### src/rtl/memshare_remap_ctrl.sv
// IB-LUT remap controller for a shared VN group: drains in-flight reads, reloads
// the IB-RAM rank from the LUT source, then grants decoder reads until the next remap.
module memshare_remap_ctrl #(
    parameter int unsigned SHARE_GROUP_SIZE = 4,
    parameter int unsigned QUAN_SIZE        = 4,
    parameter int unsigned REMAP_DEPTH      = 16,
    parameter int unsigned DP_LATENCY       = 3,
    parameter int unsigned ITER_WIDTH       = 5
) (
    input  logic                                  sys_clk,
    input  logic                                  rstn,
    input  logic                                  remap_start_i,
    input  logic [ITER_WIDTH-1:0]                 remap_iter_i,
    input  logic [QUAN_SIZE*SHARE_GROUP_SIZE-1:0] lut_data_i,
    input  logic                                  lut_valid_i,
    output logic                                  lut_ready_o,
    input  logic                                  rd_rqst_i,
    output logic                                  rd_grant_o,
    output logic                                  nRemap_en_o,
    output logic [$clog2(REMAP_DEPTH)-1:0]        remap_addr_o,
    output logic [QUAN_SIZE*SHARE_GROUP_SIZE-1:0] remap_dataIn_vec_o,
    output logic [ITER_WIDTH-1:0]                 cur_iter_o,
    output logic                                  remap_done_o,
    output logic                                  busy_o,
    output logic                                  err_o
);

    localparam int unsigned AW = $clog2(REMAP_DEPTH);
    localparam int unsigned DW = QUAN_SIZE * SHARE_GROUP_SIZE;
    localparam logic [AW-1:0] LAST_ADDR = AW'(REMAP_DEPTH - 1);

    typedef enum logic [2:0] {IDLE, DRAIN, LOAD, SETTLE, READY} state_e;

    state_e                  state_q;
    logic [DP_LATENCY-1:0]   hist_q;
    logic [DP_LATENCY-1:0]   hist_d;
    logic [AW-1:0]           cnt_q;
    logic [ITER_WIDTH-1:0]   pend_q;
    logic [ITER_WIDTH-1:0]   cur_q;
    logic [AW-1:0]           addr_q;
    logic [DW-1:0]           data_q;
    logic                    wen_n_q;
    logic                    done_q;
    logic                    err_q;
    logic                    beat;

    assign lut_ready_o = (state_q == LOAD);
    assign busy_o      = (state_q != READY);
    // A remap request in the same READY cycle takes priority over the read.
    assign rd_grant_o  = rd_rqst_i & (state_q == READY) & ~remap_start_i;
    assign beat        = lut_valid_i & lut_ready_o;
    // Grant history: nonzero while any read issued within DP_LATENCY cycles is in flight.
    assign hist_d      = DP_LATENCY'({hist_q, rd_grant_o});

    assign nRemap_en_o        = wen_n_q;
    assign remap_addr_o       = addr_q;
    assign remap_dataIn_vec_o = data_q;
    assign cur_iter_o         = cur_q;
    assign remap_done_o       = done_q;
    assign err_o              = err_q;

    always_ff @(posedge sys_clk or negedge rstn) begin
        if (!rstn) begin
            state_q <= IDLE;
            hist_q  <= '0;
            cnt_q   <= '0;
            pend_q  <= '0;
            cur_q   <= '0;
            addr_q  <= '0;
            data_q  <= '0;
            wen_n_q <= 1'b1;
            done_q  <= 1'b0;
            err_q   <= 1'b0;
        end else begin
            hist_q  <= hist_d;
            wen_n_q <= 1'b1;
            done_q  <= 1'b0;
            if (beat) begin
                wen_n_q <= 1'b0;
                addr_q  <= cnt_q;
                data_q  <= lut_data_i;
                cnt_q   <= cnt_q + AW'(1);
            end
            if (remap_start_i && (state_q inside {DRAIN, LOAD, SETTLE})) begin
                err_q <= 1'b1;
            end
            case (state_q)
                IDLE, READY: begin
                    if (remap_start_i) begin
                        state_q <= DRAIN;
                        pend_q  <= remap_iter_i;
                    end
                end
                DRAIN: begin
                    if (hist_q == '0) state_q <= LOAD;
                end
                LOAD: begin
                    if (beat && (cnt_q == LAST_ADDR)) state_q <= SETTLE;
                end
                SETTLE: begin
                    state_q <= READY;
                    cur_q   <= pend_q;
                    done_q  <= 1'b1;
                end
                default: state_q <= IDLE;
            endcase
        end
    end

endmodule

### config.mk
export PLATFORM = sky130hd
export DESIGN_NAME = memshare_remap_ctrl
export DESIGN_NICKNAME = d
export VERILOG_FILES = /design/src/rtl/memshare_remap_ctrl.sv
export SDC_FILE = /design/constraint.sdc
export NUM_CORES = 1
export LEC_CHECK = 0
export ABC_CLOCK_PERIOD_IN_PS = 1710
export CAP_MARGIN = 20
export CELL_PAD_IN_SITES_DETAIL_PLACEMENT = 0
export CELL_PAD_IN_SITES_GLOBAL_PLACEMENT = 1
export CORE_ASPECT_RATIO = 1.25
export CORE_UTILIZATION = 35
export CTS_CLUSTER_SIZE = 40
export DETAILED_ROUTE_END_ITERATION = 8
export PLACE_DENSITY = 0.86
export SLEW_MARGIN = 0
export SYNTH_ARGS = -nofsm -noshare
export SYNTH_HDL_FRONTEND = slang
export SYNTH_SLANG_ARGS = --single-unit
### constraint.sdc
create_clock -name sys_clk -period 1.71 [get_ports sys_clk]
set_clock_uncertainty 0.1 [all_clocks]
set_input_delay 0.342 -clock sys_clk [delete_from_list [all_inputs] [get_ports sys_clk]]
set_output_delay 0.342 -clock sys_clk [all_outputs]
set_load 0.02 [all_outputs]
==> results.md <==
* Routability cong. at 0.772
* Hold_sp: hist_q[0]
* Switching Fraction at 33.7%
* RSZ-0062 raised after global routing: yes
* Largest family of logic cells by synthesized area: multiplexers
* CP startpoint kind: flop
* Slowest cell on crit path: dfrtp_1
* Area leader, netlist: dfrtp_1
* Worst EP required at between 1 and 1.5 ns
* CTS tree: built
* Final hold violation count at 0
* Crit. path cell count at 4
* Cell Count, Final, Fillers Out at 234
* Worst-Margin Slew at 0.338 ns
* Internal at 2.80 mW
* Root cell of the clock tree: clkbuf_8
* Top cell type's share of synthesized area at about two thirds
* Cell area after layout at 2460 um2
* Fmax at about 570 MHz
* H-tree depth reported by CTS at 2
* CP peak stage delay at 0.41 ns
* Leakage at 1.23 nW
* Worst min-delay path category: flop to flop
* R2R setup slack at 0.05 ns
* Post-layout util at 55.6%
* Mapped cell area at 1620 um2
* Initial antenna violation count at 0
* Post-Synth Simple-Gate Area at 6.64%
* Synth Area per Inst at 15.7 um2
* Crit path to: rd_grant_o
* Antenna diodes at 0
* Number of DRC markers in iteration 0 at 41
* Average wire per standard cell at 14.2 um
* Worst EP arrival at 1.31 ns
* Largest cells by area after synthesis: dfrtp_1, mux2_2, dfstp_2
* Yosys cell types at 25
* Total track usage at roughly 15%
* Area Overhead vs Synth at 51.7%
* Kind of end point of the critical path: output pin
* Sw Pwr at 1.42 mW
* IO Pins at 57
* DP Wirelength at 2530 um
* # DRC at 0
* Worst Setup SP: state_q[1]
* Placed instance area at 2310 um2
* Starting Density at 36.6%
* Die Span Y at 78.1 um
* Core Area at 4430 um2
* Synth Area in XOR/XNOR at between 1.5 and 2%
* Max Cap Viol at 0
* Post-synth net total at between 100 and 150
* Clock sinks at 43
* Pin count of the biggest net entering global routing at 17
* Synth Area in Adders at 0.772%
* Synth Instances at 103
* Worst setup margin at -0.0403 ns
* Final period utilization at 102%
* Vias post-DR at 1074
* Compound-gate portion of the synthesized area at roughly 1.1%
* TritonCTS Buffers at 5
* Violated checks: negative setup slack
* Bufs on Longest Clock Path at 2
* Reg power frac at 40.6%
* # setup viols final at 1
* Multiplexer share of the synthesized area at between 20% and 30%
* Gate power share at 44.6%
* Die X at 62.9 um
* Total die area at 4910 um2
* Power density over the cells at 1720 nW/um2
* Std-Cell Rows at 27
* Most frequent cells in the layout: dfrtp_1, mux2_2, clkdlybuf4s50_1
* DR vias/cell at 4.59
* DR pass1 iterations at 3
* IO Port Bufs at 56
* R2R Path End: pend_q[4]
* Worst-path clk slew at 0.08 ns
* Clock power share at 14.9%
* Bufs and invs on worst path at 1
* Layout cells sized above 1 at 33.5%
* GRT Residual Overflow at 0
* Post-synthesis sequential area ratio at 66.4%
* Routed WL at about 3300 um
* #FFs+latches synth at 43
* CP delay by family, top: simple AND/OR/NAND/NOR gates
* Critical path class: flop to output pin
* Fin nets at slightly above 200
* Final min period at 1.75 ns
* Antenna-violating nets left at 0
* Max_slew headroom at 77.3%
* First-pass GRT wire length at 5480 um
* RR Startpoint: state_q[1]
* Most common cell after layout, fill and taps aside: dfrtp_1
* Worst path cell trace: nor2_2 -> nand2_1 -> nor3b_2 -> buf_4
* Placed insts at 224
* Worst reg2reg path depth at 5
* Fin. max-slew vios at 0
* YS warnings at 0
* Fin Setup TNS at -0.0403 ns
* Worst-path fanout max at 2
* Worst VDD drop at 0.859 mV
* Worst-Skew Late Latency at 0.29 ns
* Status: complete, but fails checks
* Vias in the first global route at about 1100
[power by group through the flow]
stage	Clock [mW]	Sequential, mW	Combinational (mW)
after detailed placement	0	1.75	1.98
after global routing	0.700	1.78	2.00
after CTS	0.659	1.73	1.91
after floorplan	0	2.10	0.653
final	0.627	1.71	1.88
after global placement	0	1.71	1.93
[Yosys cell counts]
cell and n:
a21oi_1 1, and2_1 1, and4_1 1, and4bb_1 1
buf_2 1, buf_4 2, clkbuf_1 1, dfrtp_1 42
dfstp_2 1, ha_1 1, inv_1 2, mux2_2 31
nand2_1 2, nand2b_1 2, nand3b_1 2, nand4_1 1
nor2_1 1, nor3_1 1, nor3b_1 2, nor4b_1 1
o21ai_0 1, o21bai_1 1, or3_1 1, xnor2_1 2
xor2_1 1
[metrics by stage]
stage / setup slack [ns] / hold WS, ns / total power, mW
2_1_floorplan: 0.100 / -0.0536 / 2.75
3_3_place_gp: -0.308 / 0.160 / 3.64
6_report: -0.0403 / 0.282 / 4.22
4_1_cts: -0.0260 / 0.287 / 4.30
3_5_place_dp: -0.365 / 0.168 / 3.73
5_1_grt: -0.116 / 0.298 / 4.47
[registers in the layout (all words and copies together) (netlist names), 3 cells and up]
register            flops
remap_addr_o            4
pend_q                  5
cur_iter_o              5
remap_dataIn_vec_o     16
state_q                 3
hist_q                  3
cnt_q                   4
[cells by family (layout without fill, tap and decap cells)]
family,Yosys count,after routing
XOR/XNOR,3,3
buffers and inverters,6,79
adder cells (fa/ha/maj),1,1
AO/OA/AOI/OAI,3,3
flip-flops,43,43
multiplexers,31,31
AND/OR/NAND/NOR,16,16
[worst reg2reg max path: stages, from the launching register on]
cell	delay [ns]
dfrtp_1	0.41
nor2_2	0.15
buf_4	0.12
buf_4	0.09
and2_1	0.30
mux2_2	0.38
[area by class of cell]
cell class / instances / area [um2]
Multi-Input combinational cell: 54 / 520
Timing Repair Buffer: 70 / 694
Clock buffer: 6 / 82.6
Clock inverter: 1 / 5.00
Sequential cell: 43 / 1080
Tap cell: 58 / 72.6
Fill cell: 372 / 1970
Inverter: 2 / 7.51
[worst min-delay path by stage]
| stage | to | depth (start not counted) |
|---|---|---|
| 4_1_cts | hist_q[1] | 0 |
| 3_5_place_dp | hist_q[1] | 1 |
| 3_3_place_gp | hist_q[2] | 1 |
| 2_1_floorplan | cnt_q[0] | 0 |
| 6_report | hist_q[1] | 0 |
| 5_1_grt | hist_q[1] | 0 |
[layer usage]
metal  part of all wire, %  track usage, %
met4                  0.90            6.98
met2                    54            25.5
met1                    41            16.7
met5                     0               0
met3                   4.7            5.09
[timing repair]
item                                    CTS  global route
buffers inserted                          0             2
hold endpoints to repair                 13             0
gates cloned                              0             0
pin swaps                                 1             2
hold buffers                              1             0
endpoints found under the setup margin   12            38
resized for setup                        24            22
(Power assumes the default switching activity.)
